`config.mk`:
```
export PLATFORM = sky130hd
export DESIGN_NAME = return_addr_stack
export DESIGN_NICKNAME = d
export VERILOG_FILES = /design/src/rtl/rv_pkg.sv /design/src/rtl/return_addr_stack.sv
export SDC_FILE = /design/constraint.sdc
export NUM_CORES = 1
export LEC_CHECK = 0
export CAP_MARGIN = 5
export CELL_PAD_IN_SITES_DETAIL_PLACEMENT = 1
export CELL_PAD_IN_SITES_GLOBAL_PLACEMENT = 1
export CORE_MARGIN = 3
export CORE_UTILIZATION = 53
export CTS_BUF_LIST = sky130_fd_sc_hd__clkbuf_8
export DETAILED_ROUTE_END_ITERATION = 12
export GPL_TIMING_DRIVEN = 0
export PLACE_DENSITY_LB_ADDON = 0.1
export SLEW_MARGIN = 20
export SYNTH_ARGS = -nofsm -noshare
export SYNTH_HDL_FRONTEND = slang
export SYNTH_SLANG_ARGS = --single-unit
```
`constraint.sdc`:
```
create_clock -name clk -period 4.5 [get_ports clk]
set_clock_uncertainty 0.2 [all_clocks]
set_input_delay 0.675 -clock clk [delete_from_list [all_inputs] [get_ports clk]]
set_output_delay 0.675 -clock clk [all_outputs]
set_load 0.02 [all_outputs]
```
`src/rtl/rv_pkg.sv`:
```
// Shared core-wide constants: datapath width, return-stack depth and the
// link-register indices the control unit uses to derive RAS push/pop.
package rv_pkg;

    localparam int RV_XLEN   = 32;
    localparam int RAS_DEPTH = 8;

    localparam logic [4:0] REG_RA = 5'd1;
    localparam logic [4:0] REG_T0 = 5'd5;

endpackage : rv_pkg

```
`src/rtl/return_addr_stack.sv`:
```
// Return-address stack: circular buffer of link addresses that gives the
// fetch stage a predicted return target ahead of JALR resolution.
module return_addr_stack
    import rv_pkg::*;
#(
    parameter int XLEN  = RV_XLEN,
    parameter int DEPTH = RAS_DEPTH
) (
    input  logic                     clk,
    input  logic                     rst_n,
    input  logic                     push,
    input  logic [XLEN-1:0]          push_addr,
    input  logic                     pop,
    input  logic                     flush,
    output logic                     pred_valid,
    output logic [XLEN-1:0]          pred_addr,
    output logic [$clog2(DEPTH):0]   count,
    output logic                     overflow,
    output logic                     underflow
);

    localparam int PW = $clog2(DEPTH);
    localparam int CW = PW + 1;
    localparam logic [CW-1:0] FULL_COUNT = CW'(DEPTH);

    logic [XLEN-1:0] entries_q [DEPTH];
    logic [PW-1:0]   tp_q, tp_d;
    logic [CW-1:0]   count_q, count_d;
    logic            overflow_q, overflow_d;
    logic            underflow_q, underflow_d;

    logic            wr_en_s;
    logic [PW-1:0]   wr_idx_s;
    logic [PW-1:0]   top_idx_s;

    assign top_idx_s = tp_q - PW'(1);

    // Per-edge action selection, highest priority first.
    always_comb begin
        tp_d        = tp_q;
        count_d     = count_q;
        overflow_d  = 1'b0;
        underflow_d = 1'b0;
        wr_en_s     = 1'b0;
        wr_idx_s    = tp_q;
        if (flush) begin
            count_d = {CW{1'b0}};
        end else if (push && pop) begin
            wr_en_s = 1'b1;
            if (count_q == {CW{1'b0}}) begin
                // Nothing to replace: behaves as a plain push, no underflow.
                tp_d    = tp_q + PW'(1);
                count_d = CW'(1);
            end else begin
                wr_idx_s = top_idx_s;
            end
        end else if (push) begin
            wr_en_s = 1'b1;
            tp_d    = tp_q + PW'(1);
            if (count_q == FULL_COUNT) begin
                overflow_d = 1'b1;
            end else begin
                count_d = count_q + CW'(1);
            end
        end else if (pop) begin
            if (count_q == {CW{1'b0}}) begin
                underflow_d = 1'b1;
            end else begin
                tp_d    = top_idx_s;
                count_d = count_q - CW'(1);
            end
        end else begin
            tp_d = tp_q;
        end
    end

    // Pointer, occupancy and event-pulse registers.
    always_ff @(posedge clk or negedge rst_n) begin
        if (!rst_n) begin
            tp_q        <= {PW{1'b0}};
            count_q     <= {CW{1'b0}};
            overflow_q  <= 1'b0;
            underflow_q <= 1'b0;
        end else begin
            tp_q        <= tp_d;
            count_q     <= count_d;
            overflow_q  <= overflow_d;
            underflow_q <= underflow_d;
        end
    end

    // Entry storage; kept as a flat array so reset can clear every slot.
    always_ff @(posedge clk or negedge rst_n) begin
        if (!rst_n) begin
            for (int i = 0; i < DEPTH; i++) begin
                entries_q[i] <= {XLEN{1'b0}};
            end
        end else if (wr_en_s) begin
            entries_q[wr_idx_s] <= push_addr;
        end
    end

    assign pred_valid = (count_q != {CW{1'b0}});
    assign pred_addr  = entries_q[top_idx_s];
    assign count      = count_q;
    assign overflow   = overflow_q;
    assign underflow  = underflow_q;

endmodule : return_addr_stack

```
-- Yosys cells after proc, flatten, opt, wreduce, memory -nomap -nowiden
Cells that the tools add are included.
- output and inout bits: 39
- bits in latches: 0
- flip-flop bits (word level): 265
- memories kept: 0
- bits of input ports: 37
- memory bits (writable): 0
- ROM bits: 0
- reductions and logical operators: 8
- bitwise operators: 3
- equal/unequal tests: 5
- add/subtract/negate cells: 4
- $mul: 0
- magnitude comparators: 3
- div/mod/pow operators: 0
- shift operators: 0
- muxes and demuxes: 32
- operators by type and width (operator ; count):
    $bwmux 256 ; 1
    $bmux 32 s3 ; 1
    $demux 32 s3 ; 1
    $mux 32 ; 3
    $mux 4 ; 7
    $mux 3 ; 7
    $mux 1 ; 12
    $ge 4x4->1 const B ; 2
    $ne 4x4->1 const B ; 2
    $not 3->4 ; 2
    $reduce_bool 4->1 ; 2
    $add 4x1->4 const B ; 1
    $eq 4x4->1 const B ; 1
    $logic_not 4->1 ; 1
    $lt 4x1->1 const B ; 1
    $reduce_and 4->1 ; 1
    $sub 4x1->4 const B ; 1
    $add 3x1->3 const B ; 1
    $ne 3x2->1 const B ; 1
    $reduce_and 3->1 ; 1
    $reduce_bool 3->1 ; 1
    $sub 3x1->3 const B ; 1
    $logic_and 1x1->1 ; 2
    $ne 2x1->1 const B ; 1
    $not 1->1 ; 1

-- Logic depth before layout (Yosys ltp)
Gate-level depths: netlist (run 1).
- word-level depth: 10
- mapped depth: 11

-- Least setup slack after synthesis (run 1)
Ideal clock, no wire load.
- kind: register -> output
- start point: register tp_q[0]
- end point: output port pred_addr[0]
- cell stages (with the launch flop): 10
- required time: 3.625 ns
- arrival time: 2.989 ns
- slack: 0.636 ns
- cells stage by stage: dfrtp_1 > clkbuf_1 > clkbuf_1 > buf_2 > inv_1 > ha_1 > clkbuf_1 > clkbuf_1 > mux4_2 > mux2_2
- word-level cells in the longest chain between the ends: 5
- RTL lines (element ; RTL line ; RTL):
    start: declaration ; return_addr_stack.sv:27 ; logic [PW-1:0] tp_q, tp_d;
    start signal: assignment ; return_addr_stack.sv:80 ; tp_q <= {PW{1'b0}};
    start signal: assignment ; return_addr_stack.sv:85 ; tp_q <= tp_d;
    $sub 3x1->3 ; return_addr_stack.sv:36 ; assign top_idx_s = tp_q - PW'(1);
    $not 3->4 (not written as such) ; return_addr_stack.sv:104 ; assign pred_addr = entries_q[top_idx_s];
    $bmux 32 s3 ; return_addr_stack.sv:104 ;
    $mux 32 (not written as such) (2 in a row) ; return_addr_stack.sv:104 ;
    end: declaration ; return_addr_stack.sv:16 ; output logic [XLEN-1:0] pred_addr,
Every way passes these cells. The select of a mux whose other input is x is not followed.

-- Worst setup path after layout (run 1)
- start point: register tp_q[0]
- end point: output port pred_addr[28]
The elaborated chain is that of the path after synthesis.

==> metrics.yaml, run 1 <==
drive_above_1_share_pct: 49.72
hold_viol_final: 0
reg2reg_depth: 10
powerDensity_nw_per_um2: 880.7
grt_pass1_vias: 8400
min-delay-path-class: "register to register"
endpoint_kind: "output pin"
ys_async_sr_fraction_pct: 100.0
final-setup-viol-count: 0
root_buffer: "clkbuf_8"
cp-start-kind: "register"
die_area_um2: 24700
max_freq_mhz: 234.7
synth.avg_cell_area_um2: 16.21
cp_data_required_time_ps: 3620
cp_common_cell: "clkbuf_8"
grt_overflow: 0
reg2reg_to: "entries_q[50]"
grt_pass1_wl_um: 46000
min_period_over_period_pct: 94.68
drv_cap: 0
worst_path_largest_cell_delay_ps: 550
nets: 915
num_rows: 54
grt_usage_pct: 24.23
maxSlewViolCount: 0
slew_headroom_pct: 32.31
hpwl_um: 18940
drt_iter0_markers: 320
syn_area_um2: 12110
reg2reg_from: "tp_q[0]"
vdd_ir_drop_max_v: 0.0005548
yosysMostFrequentCell: "mux2_2"
core_um2: 22160
start_util_pct: 54.65
dieWidth_um: 157.2
stdcell_count: 1184
crit_path_end: "pred_addr[28]"
r2r_setup_slack_ps: 1090
yosys-top-cells-area: "dfrtp_1, mux2_2, mux4_2"
placedCellCount: 1104
htreeDepth: 2
wl_per_cell_um: 24.39
portBuffers: 75
period_needed_ps: 4261
cts.sinks: 265
clockBufferDepth: 3
yosysTopAreaCell: "dfrtp_1"
status: "completed"
crit_chain: "clkbuf_8 > inv_1 > ha_1 > clkbuf_8 > clkbuf_8 > mux4_2 > mux2_2 > clkdlybuf4s50_1"
die_h_um: 157.2
synthesis.nets: 789
fin_setup_tns_ps: 0
ys_seq_area_share_pct: 54.76
synth_seq_cells: 265
synth.distinct_cells: 38
grt_antenna_before_repair: 1
yosysWarnings: 0
drt-total-wl_um: 28880
clk_pin_slew_ps: 60
cp_max_fo: 19
holdWs_ps: 285.3
vias: 7173
cp-startpoint: "tp_q[0]"
numCtsBuffers: 45
ant_nets: 0
syn_to_final_growth_pct: 18.30
worstMarginPinSlew_ps: 1015
grt_max_degree: 109
netlist.area_leader.share_pct: 54.76
synthTopCellsByCount: "mux2_2, dfrtp_1, mux4_2"
path_class: "register to output pin"
avgViaCountPerCell: 6.058
total_power_mw: 12.62
p_leak_nw: 6.405
rsz0062_at_grt: "false"
first_pass_iters: 4
io_pins: 76
cts_tree: "yes"
crit_slowest_cell: "clkdlybuf4s50_1"
syn_inst: 747
drc: 0
clock_latency_ps: 540
fin_util_pct: 64.65
ys.flop_type: "dfrtp_1"
gp_congestion: 0.8432
synth_edf_count: 0
arrival_ps: 3390
-- state kept, by name, indices dropped and copies added (netlist names) --
register and flops:
entries_q 256, overflow 1, underflow 1, tp_q 3
count 4
-- repair_timing --
action                                  4_1_cts  5_1_grt
endpoints found under the setup margin       62       31
gates resized for setup                      30       15
buffers inserted                              0        3
pin swaps                                     0        1
endpoints found under the hold margin        89        0
hold buffers                                  1        0
-- layout make-up --
class                   instances  area (um2)
flip-flops and latches        265        6633
repair buffers                 81       878.3
fillers                      1963        7835
well taps                     280       350.3
clock buffers                  58       798.3
clock inverters                19       108.9
diodes                          1       2.502
inverters                       6       22.52
plain buffers                  45       292.8
multi-input cells             429        5240
-- placed cells by master, fill, tap and decap left out, types with 2 or more instances in the layout --
cell / count
a21oi_1: 6
a31oi_1: 6
and3_1: 2
buf_16: 2
buf_2: 23
buf_4: 9
clkbuf_1: 5
clkbuf_4: 3
clkbuf_8: 64
clkdlybuf4s50_1: 60
clkinv_2: 6
dfrtp_1: 264
dlymetal6s2s_1: 14
ha_1: 4
inv_1: 16
mux2_1: 21
mux2_2: 269
mux2i_1: 3
mux4_2: 64
nand2_1: 4
nand2b_1: 3
nand3_1: 2
nor2_1: 11
nor3_1: 9
nor4_1: 2
o21ai_0: 4
xor2_1: 4
-- report_power, final --
part           switching, mW  total, mW  internal (mW)
combinational           2.77       6.28           3.51
clock                  0.953       2.16           1.21
sequential             0.638       4.18           3.54
-- routing by layer --
metal / up-vias / wire length [um] / global-route usage, %
li1: 3078 / - / -
met1: 3882 / 11780 / 30.45
met2: 160 / 15380 / 43.50
met3: 53 / 1174 / 4.152
met4: 0 / 543 / 6.818
met5: - / 0 / 0
-- cell families (layout without fill, tap and decap cells) --
| group | Yosys count | in the layout | synth area share [%] |
|---|---|---|---|
| flops | 265 | 265 | 54.76 |
| simple gates | 38 | 38 | 1.570 |
| mux | 357 | 357 | 39.12 |
| xor+xnor | 5 | 5 | 0.4236 |
| other cells | 0 | 1 | 0 |
| buf+inv | 53 | 209 | 2.066 |
| compound gates | 24 | 24 | 1.488 |
| fa+ha+maj | 5 | 5 | 0.5786 |
-- critical path, delay by kind of cell (launching register included) --
family	cells	cell delay (ps)
multiplexers	2	600
buffers and inverters	5	1380
flip-flops	1	450
adder cells (fa/ha/maj)	1	380
-- worst min path at each step --
stage,start,endpoint,slack [ps],cells past startpoint
finish,entries_q[241],entries_q[241],290,1
global route,entries_q[116],entries_q[116],310,1
CTS,entries_q[241],entries_q[241],290,1
detailed placement,entries_q[241],entries_q[241],280,1
global placement,entries_q[242],entries_q[242],260,1
floorplan,rst_n,count[0],180,0
-- stage by stage --
stage	cell area (um2)	setup WS, ps
after floorplan	12110	636.5
after global routing	14330	87.05
after CTS	14280	41.59
after detailed placement	13270	-1147
final	14330	239.5
after global placement	13210	-7705
No activity file was read; power rests on OpenSTA's default activity.
==> inputs of run 2 (changes only) <==
- CORE_ASPECT_RATIO: default -> 0.6
- PLACE_DENSITY: default -> 0.79
- PLACE_DENSITY_LB_ADDON: 0.1 -> default
==> metrics.yaml, run 2 (synthesized netlist as in run 1, its figures left out) <==
status: "completed"
nets: 909
crit_path_end: "pred_addr[17]"
min-delay-path-class: "register to register"
min_period_over_period_pct: 94.05
critical_path_depth: 8
final-setup-viol-count: 0
first_pass_iters: 4
io_pins: 76
numCtsBuffers: 42
post-cts-setup-buffer-count: 0
final_cell_area_um2: 14310
cts_tree: "yes"
final_common_cell: "mux2_2"
arrival_ps: 3360
die_area_um2: 24760
cp-start-kind: "register"
grt_overflow: 0
period_needed_ps: 4232
powerDensity_nw_per_um2: 877.4
die_h_um: 123.1
portBuffers: 75
cp_common_cell: "clkbuf_8"
clockBufferDepth: 3
cts.sinks: 265
cp_data_required_time_ps: 3620
endpoint_kind: "output pin"
critical_path.top_delay_family: "buffers and inverters"
path_class: "register to output pin"
worstMarginPinSlew_ps: 895.5
worst_path_largest_cell_delay_ps: 540
path_buf_inv: 5
htreeDepth: 2
root_buffer: "clkbuf_8"
vdd_ir_drop_max_v: 0.0005169
final_cell_mix: "mux2_2, dfrtp_1, mux4_2, clkbuf_8, clkdlybuf4s50_1"
cp_max_fo: 19
fin_util_pct: 64.39
dpl_cell_area_um2: 13310
clk_pin_slew_ps: 60
clock_latency_ps: 550
syn_to_final_growth_pct: 18.19
reg2reg_depth: 9
vias: 7019
nFillCells: 1948
ant_nets: 0
crit_slowest_cell: "clkdlybuf4s50_1"
max_flop_register: "entries_q"
hold_viol_final: 0
drive_above_1_share_pct: 49.89
crit_chain: "clkbuf_8 > inv_1 > ha_1 > clkbuf_8 > clkbuf_8 > mux4_2 > mux2_2 > clkdlybuf4s50_1"
fin_setup_tns_ps: 0
grt_pass1_wl_um: 45480
largest_reg_flops: 256
total_power_mw: 12.56
hpwl_um: 19230
drt_iter0_markers: 285
avgViaCountPerCell: 5.810
maxSlewViolCount: 0
cp-startpoint: "tp_q[0]"
slew_headroom_pct: 40.30
hold_depth: 1
reg2reg_to: "entries_q[180]"
grt_pass1_vias: 8006
drv_cap: 0
core_um2: 22230
num_rows: 42
p_leak_nw: 6.387
grt_max_degree: 105
grt_antenna_before_repair: 0
diodes: 0
reg2reg_from: "tp_q[0]"
holdWs_ps: 287.9
dieWidth_um: 201.2
drt-total-wl_um: 28780
max_freq_mhz: 236.3
rsz0062_at_grt: "false"
drc: 0
r2r_setup_slack_ps: 1090
gp_congestion: 0.7784
worstHoldStart: "entries_q[240]"
grt_usage_pct: 23.83
start_util_pct: 54.48
wl_per_cell_um: 23.82
run 2: worst min path at each step:
stage / endpoint / slack (ps)
finish: entries_q[240] / 290
global route: entries_q[237] / 300
CTS: entries_q[240] / 290
detailed placement: entries_q[240] / 280
global placement: entries_q[242] / 260
floorplan: count[0] / 180
run 2: routing by layer:
metal / global-route usage (%) / wire length, um
met3: 5.051 / 1473
met5: 0 / 0
met4: 6.357 / 520
met2: 40.26 / 13970
met1: 32.03 / 12810
run 2: stage by stage:
stage	worst slack, ps	cells
2_1_floorplan	636.5	747
3_3_place_gp	-7757	1130
3_5_place_dp	-1048	1132
4_1_cts	0.4730	1209
5_1_grt	91.10	1208
6_report	267.6	1208
run 2: timing repair:
action | 4_1_cts | 5_1_grt
setup endpoints to repair | 53 | 32
cloned | 0 | 0
pin swaps | 0 | 0
endpoints found under the hold margin | 59 | 0
gates resized for setup | 28 | 18
hold buffers | 1 | 0
run 2: cell type report:
class	count	area (um2)	share of cell area (%)
multi-input combinational	429	5240	36.61
buffer	45	287.8	2.010
clock inverter	19	88.84	0.6206
timing repair buffer	78	858.3	5.997
sequential	265	6633	46.34
tap	308	385.4	2.692
inverter	6	22.52	0.1573
clock buffer	58	798.3	5.577
run 2: report_power, final:
part | internal (mW) | switching [mW] | total, mW
Clock | 1.15 | 0.980 | 2.13
Combinational | 3.47 | 2.79 | 6.26
Sequential | 3.54 | 0.627 | 4.17
Total | 8.16 | 4.40 | 12.6
==> inputs of run 3 (changes only) <==
- CORE_UTILIZATION: 53 -> 24
- PLACE_DENSITY: 0.79 -> 0.41
- clock period: 4.5 -> 3.4 ns (I/O delays scaled with it)
==> metrics.yaml, run 3 (synthesized netlist as in run 1, its figures left out) <==
pwr-share-comb_pct: 53.4
min-delay-path-class: "input pin to asynchronous set/reset pin"
powerDensity_nw_per_um2: 1193
endpoint_kind: "output pin"
gp_congestion: 0.6959
clockBufferDepth: 3
path_buf_inv: 6
grt_max_degree: 87
drc: 0
period_needed_ps: 3402
cp_common_cell: "clkbuf_16"
arrival_ps: 2690
rsz0062_at_grt: "true"
drive_above_1_share_pct: 54.48
io_pins: 76
intPower_mw: 11.86
worst_path_largest_cell_delay_ps: 410
reg2reg_depth: 9
num_rows: 63
grt_usage_pct: 13.38
max_freq_mhz: 293.9
syn_to_final_growth_pct: 25.97
hpwl_um: 21380
dieWidth_um: 296
final-setup-viol-count: 1
final_common_cell: "dfrtp_1"
drt-total-wl_um: 34520
r2r_setup_slack_ps: 200
final_cell_mix: "dfrtp_1, mux2_2, clkbuf_8, mux4_2, clkdlybuf4s50_1"
first_pass_iters: 4
portBuffers: 75
p_leak_nw: 6.606
worstMarginPinSlew_ps: 935.4
start_util_pct: 24.43
htreeDepth: 2
grt_antenna_before_repair: 0
die_h_um: 180
post-place-ws_ps: -2018
die_area_um2: 53280
cts.sinks: 265
min_period_over_period_pct: 100.1
reg2reg_from: "tp_q[0]"
holdWs_ps: 228.7
numCtsBuffers: 47
crit_slowest_cell: "dfrtp_2"
max_flop_register: "entries_q"
clk_pin_slew_ps: 60
p_switching_mw: 6.337
grt_overflow: 0
clock_power_share_pct: 16.6
diodes: 0
core_um2: 49580
netSwitchingFraction_pct: 34.83
vdd_ir_drop_max_v: 0.0005485
slew_headroom_pct: 36.96
power_frac_seq_pct: 30.0
cp-start-kind: "register"
cp_data_required_time_ps: 2690
drt_iter0_markers: 267
grt_pass1_vias: 7956
maxSlewViolCount: 0
hold_viol_final: 0
worst_slack_ps: -2.136
clock_latency_ps: 560
avgViaCountPerCell: 4.509
vias: 7110
failed_checks: "setup timing"
wl_per_cell_um: 21.89
path_class: "register to output pin"
critical_path.top_delay_family: "buffers and inverters"
fin_setup_tns_ps: -2.136
reg2reg_to: "entries_q[201]"
cts_tree: "yes"
grt_pass1_wl_um: 53460
crit_chain: "clkbuf_16 > buf_16 > inv_4 > ha_4 > clkbuf_16 > clkbuf_16 > mux4_2 > mux2_4 > buf_6"
cp_max_fo: 7
drv_cap: 0
status: "complete, but fails checks"
ant_nets: 0
nets: 932
root_buffer: "clkbuf_8"
largest_reg_flops: 256
run 3: cell type report:
type                       instances  area (um2)
buffer                            46       436.7
clock buffer                      61       839.6
clock inverter                    25       110.1
fill                            5133       34330
inverter                           6       25.02
multi-input combinational        429        5350
sequential                       265        6633
tap                              650       813.3
timing repair buffer              95        1049
run 3: metrics by stage:
stage                     total power, mW  std cells  instance area, um2  util, %
after detailed placement            14.01       1475               13760    27.76
after global routing                19.42       1577               15260    30.77
final                               18.19       1577               15260    30.77
after global placement              13.97       1472               13680    27.58
after floorplan                     10.78        747               12110        -
after CTS                           18.42       1577               15200    30.66
run 3: worst max-delay path by stage:
stage | startpoint | endpoint | slack (ps) | cells past startpoint
finish | tp_q[0] | pred_addr[0] | -2 | 9
CTS | tp_q[0] | pred_addr[0] | -40 | 9
global placement | rst_n | entries_q[247] | -11350 | 1
detailed placement | tp_q[0] | pred_addr[31] | -2020 | 10
global route | tp_q[0] | pred_addr[17] | -80 | 9
floorplan | tp_q[0] | pred_addr[0] | -110 | 9
run 3: repair_timing:
action                                  in CTS  in global routing
pin swaps                                    2                  1
hold endpoints to repair                    91                  0
gates cloned                                 5                  0
hold buffers                                 1                  0
buffers inserted                            11                  0
endpoints found under the setup margin     289                 62
resized for setup                          250                 17
run 3: layer usage:
metal	global-route usage, %	routed length, um	part of all wire [%]
met1	20.20	17600	51
met2	19.70	15170	44
met3	2.754	1211	3.5
met4	2.724	532	1.5
met5	0	0	0
run 3: power groups by stage:
stage / clock network (mW) / logic [mW] / registers, mW
finish: 3.01 / 9.72 / 5.46
global route: 3.34 / 10.4 / 5.67
CTS: 3.19 / 9.77 / 5.47
detailed placement: 0 / 8.51 / 5.50
global placement: 0 / 8.44 / 5.53
floorplan: 0 / 5.56 / 5.22
==> RTL change 1 (flow settings as in run 3) <==
`RV_XLEN`: 32 -> 48.
--- a/src/rtl/rv_pkg.sv
+++ b/src/rtl/rv_pkg.sv
@@ -2,7 +2,7 @@
 // link-register indices the control unit uses to derive RAS push/pop.
 package rv_pkg;
 
-    localparam int RV_XLEN   = 32;
+    localparam int RV_XLEN   = 48;
     localparam int RAS_DEPTH = 8;
 
     localparam logic [4:0] REG_RA = 5'd1;
Ports: changed (resized pred_addr and push_addr); port bits go from 76 to 108. The function was not compared with the original's and may differ.
==> RTL change 1 against run 3 <==
Maximum frequency is 4.1% higher. Clock power up 43%. Final cell count increased by 52%. Worst setup slack gained 0.13 ns. Synthesized area rose by 48%. Total power grew 39%. Design area is 45% higher. Global-route usage increased by 0.48 points. Sequential cell count is 128 higher. Wire length increased by 53%. Register-to-register slack improved by 0.08 ns. Critical endpoint is now pred_addr[5]. Largest power group unchanged.
==> RTL change 1: results (changes against run 3) <==
Register-to-Register Path Depth 8 (was 9); post-route insts no fill 2404 (was 1577); clkbuf count 87 (was 61); sw power 9.55 mW (was 6.34 mW); met1 usage 20.6% (was 20.2%); maximum vdd ir drop 0.000390 V (was 0.000549 V); setup violators final 0 (was 1); clock group power 4.29 mW (was 3.01 mW); CTS H-tree depth 3 (was 2); Buffers excl. clock 213 (was 141); first-pass GRT wire length 80.0 mm (was 53.5 mm); Fill cells 7685 (was 5133); Seq/Total Area, Yosys 55.0% (was 54.8%); commonest cells in the netlist dfrtp_1 (393), mux2_2 (230), mux2_1 (156) (was mux2_2 (269), dfrtp_1 (265), mux4_2 (64)); Via density 4.45 (was 4.51); nets@finish 1441 (was 932); count of multi-input gates 700 (was 429); Compound-Gate Fraction of Synth Area 0.972% (was 1.49%); largest net degree at the start of global routing 90 (was 87); CP max stage delay 0.38 ns (was 0.41 ns); vias in the first global route 11900 (was 7956); Clock buf/inv share 5.94% (was 6.22%); Routed met3 length 1.86 mm (was 1.21 mm); Post-Synth XOR/XNOR Area 0.294% (was 0.424%); run status finished, final reports clean (was finished, violations left); Cells after Synth 1177 (was 747); Slew @ Worst Pin 0.774 ns (was 0.935 ns); HPWL after DPL 34.4 mm (was 21.4 mm); instance area at placement 20300 µm² (was 13800 µm²); CTS buffer count 69 (was 47); share of layout cells above drive strength 1 40.9% (was 54.5%); Crit Path Max Fanout 6 (was 7); Clock Latency Late Sink 0.63 ns (was 0.56 ns); multi-input combinational cell area 7640 µm² (was 5350 µm²); Critical Path Sink pred_addr[5] (was pred_addr[0]); Routability Congestion 0.680 (was 0.696); clk sink count 393 (was 265); Routed wire per std cell 21.9 µm (about the same); Place WS -1.97 ns (was -2.02 ns); critical path data arrival time 2.56 ns (was 2.69 ns); P_leak 9.76 nW (was 6.61 nW); multiplexer share of the synthesized area 36.5% (was 39.1%); post-synthesis adder-cell area fraction 0.392% (was 0.579%); GR Util met2 20.4% (was 19.7%); critical-path cell with the highest stage delay dfrtp_1 (was dfrtp_2); Yosys cell types 37 (was 38); placed insts 2264 (was 1475); M1 WL 27.2 mm (was 17.6 mm); r2r setup slk 0.28 ns (was 0.20 ns); sequential power 8.07 mW (was 5.46 mW)
-- RTL change 1: changes by cell type in the layout (fill, tap and decap cells not counted), sizes merged, moves of 2 or more --
cell,change
clkinv,-3
inv,+9
nand2,+142
clkdlybuf4s50,+16
clkbuf,+26
nor3,-5
dfrtp,+128
clkdlybuf4s15,+2
buf,+53
mux4,+32
nor4,+5
mux2,+96
-- RTL change 1: worst reg2reg max path, cell delays in order, from the launching register on --
cell and delay, ns:
dfrtp_1 0.38, buf_8 0.13, inv_2 0.05, ha_4 0.35
buf_12 0.16, nand2_1 0.14, o41ai_1 0.74, buf_2 0.48
mux2_2 0.39
-- RTL change 1: repair_timing --
item                                   4_1_cts  5_1_grt
setup buffers                               17        5
resized for setup                          300       19
pin swaps                                    2        3
hold buffers                                 2        0
endpoints found under the hold margin       86        0
setup endpoints to repair                  432       35
cloned                                       0        2
==> RTL change 2 (settings of run 3) <==
Made on the original files. One comparison of `count_q` changes from == to >=.
--- a/src/rtl/return_addr_stack.sv
+++ b/src/rtl/return_addr_stack.sv
@@ -57,7 +57,7 @@
         end else if (push) begin
             wr_en_s = 1'b1;
             tp_d    = tp_q + PW'(1);
-            if (count_q == FULL_COUNT) begin
+            if (count_q >= FULL_COUNT) begin
                 overflow_d = 1'b1;
             end else begin
                 count_d = count_q + CW'(1);
Function: same outputs for any inputs over 4 cycles, from zero or initial values and one cycle with rst_n low; that may be too few to reach the edited logic, so the function may still have changed.
==> RTL change 2 against run 3 <==
Core utilization is 0.40 points higher. Synthesized area is 1.8% higher. Sequential cell count stayed put. First-iteration DRC count is 7.9% higher. Clock power is 5% lower. Count of clock-buffer cells in the layout is 4 lower. Wire length is 9.3% higher. Non-clock buffer count is 10 higher. Critical path type unchanged. Largest cell class unchanged. Design area is 2.3% higher. Synthesized cell count is 8.8% higher. Final cell count is 5.8% higher. Die area is 1.7% higher. Total power is 0.51% higher. Worst setup slack better by 0.039 ns.
==> RTL change 2: results (changes against run 3) <==
run status finished, final reports clean (was finished, violations left); r2r setup slk 0.12 ns (was 0.20 ns); critical path data arrival time 2.65 ns (was 2.69 ns); met1 usage 22.1% (was 20.2%); M1 WL 20.3 mm (was 17.6 mm); Post-CTS Repair Setup Buffers 15 (was 11); P_leak 6.77 nW (was 6.61 nW); f_max 297 MHz (was 294 MHz); GR Util met2 20.1% (was 19.7%); post-cts resize count 208 (was 250); HPWL after DPL 23.4 mm (was 21.4 mm); post-synthesis adder-cell area fraction 0.569% (was 0.579%); post-route insts no fill 1669 (was 1577); multiplexer share of the synthesized area 35.2% (was 39.1%); First DRT Iteration DRCs 288 (was 267); vias in the first global route 8270 (was 7956); M3 GR Usage 2.71% (was 2.75%); Place WS -2.26 ns (was -2.02 ns); Worst R2R End entries_q[197] (was entries_q[201]); first-pass GRT wire length 57.6 mm (was 53.5 mm); CP max stage delay 0.38 ns (was 0.41 ns); top area cells in the synthesized netlist dfrtp_1 (54%), mux2_2 (15%), mux4_2 (12%), mux2_1 (8.1%), nand2_1 (3.1%) (was dfrtp_1 (55%), mux2_2 (25%), mux4_2 (12%), mux2_1 (2.0%), buf_2 (0.95%)); nets@finish 1001 (was 932); clock network power share 15.7% (was 16.6%); CTS buffer count 46 (was 47); Rel. slew slack 30.9% (was 37.0%)
## RTL change 2: cell types whose count changed after synthesis, moves of 3 or more
cell,delta
mux2_2,-102
nand2_1,+97
mux2_1,+68
buf_6,+22
buf_2,-14
nor2_1,-7
o41ai_2,+6
a31oi_1,-5
buf_4,-5
nor3_1,-5
nand3_1,+4
a21oi_1,-3
o21ai_0,-3
## RTL change 2: logic make-up after synthesis
family | Yosys count
xor gates and xnor gates | 5
AOI/OAI and AO/OA | 26
DFF | 265
adders and majority gates | 5
muxes | 321
and+or+nand+nor | 132
buffers and inverters | 59
## RTL change 2: layout make-up
type	count	area (µm²)	share of cell area [%]
sequential	265	6630	42.5
clock inverter	19	78.8	0.505
timing repair buffer	100	1110	7.14
tap	682	853	5.47
multi-input combinational	489	5530	35.4
buffer	51	587	3.76
inverter	6	26.3	0.168
clock buffer	57	785	5.03
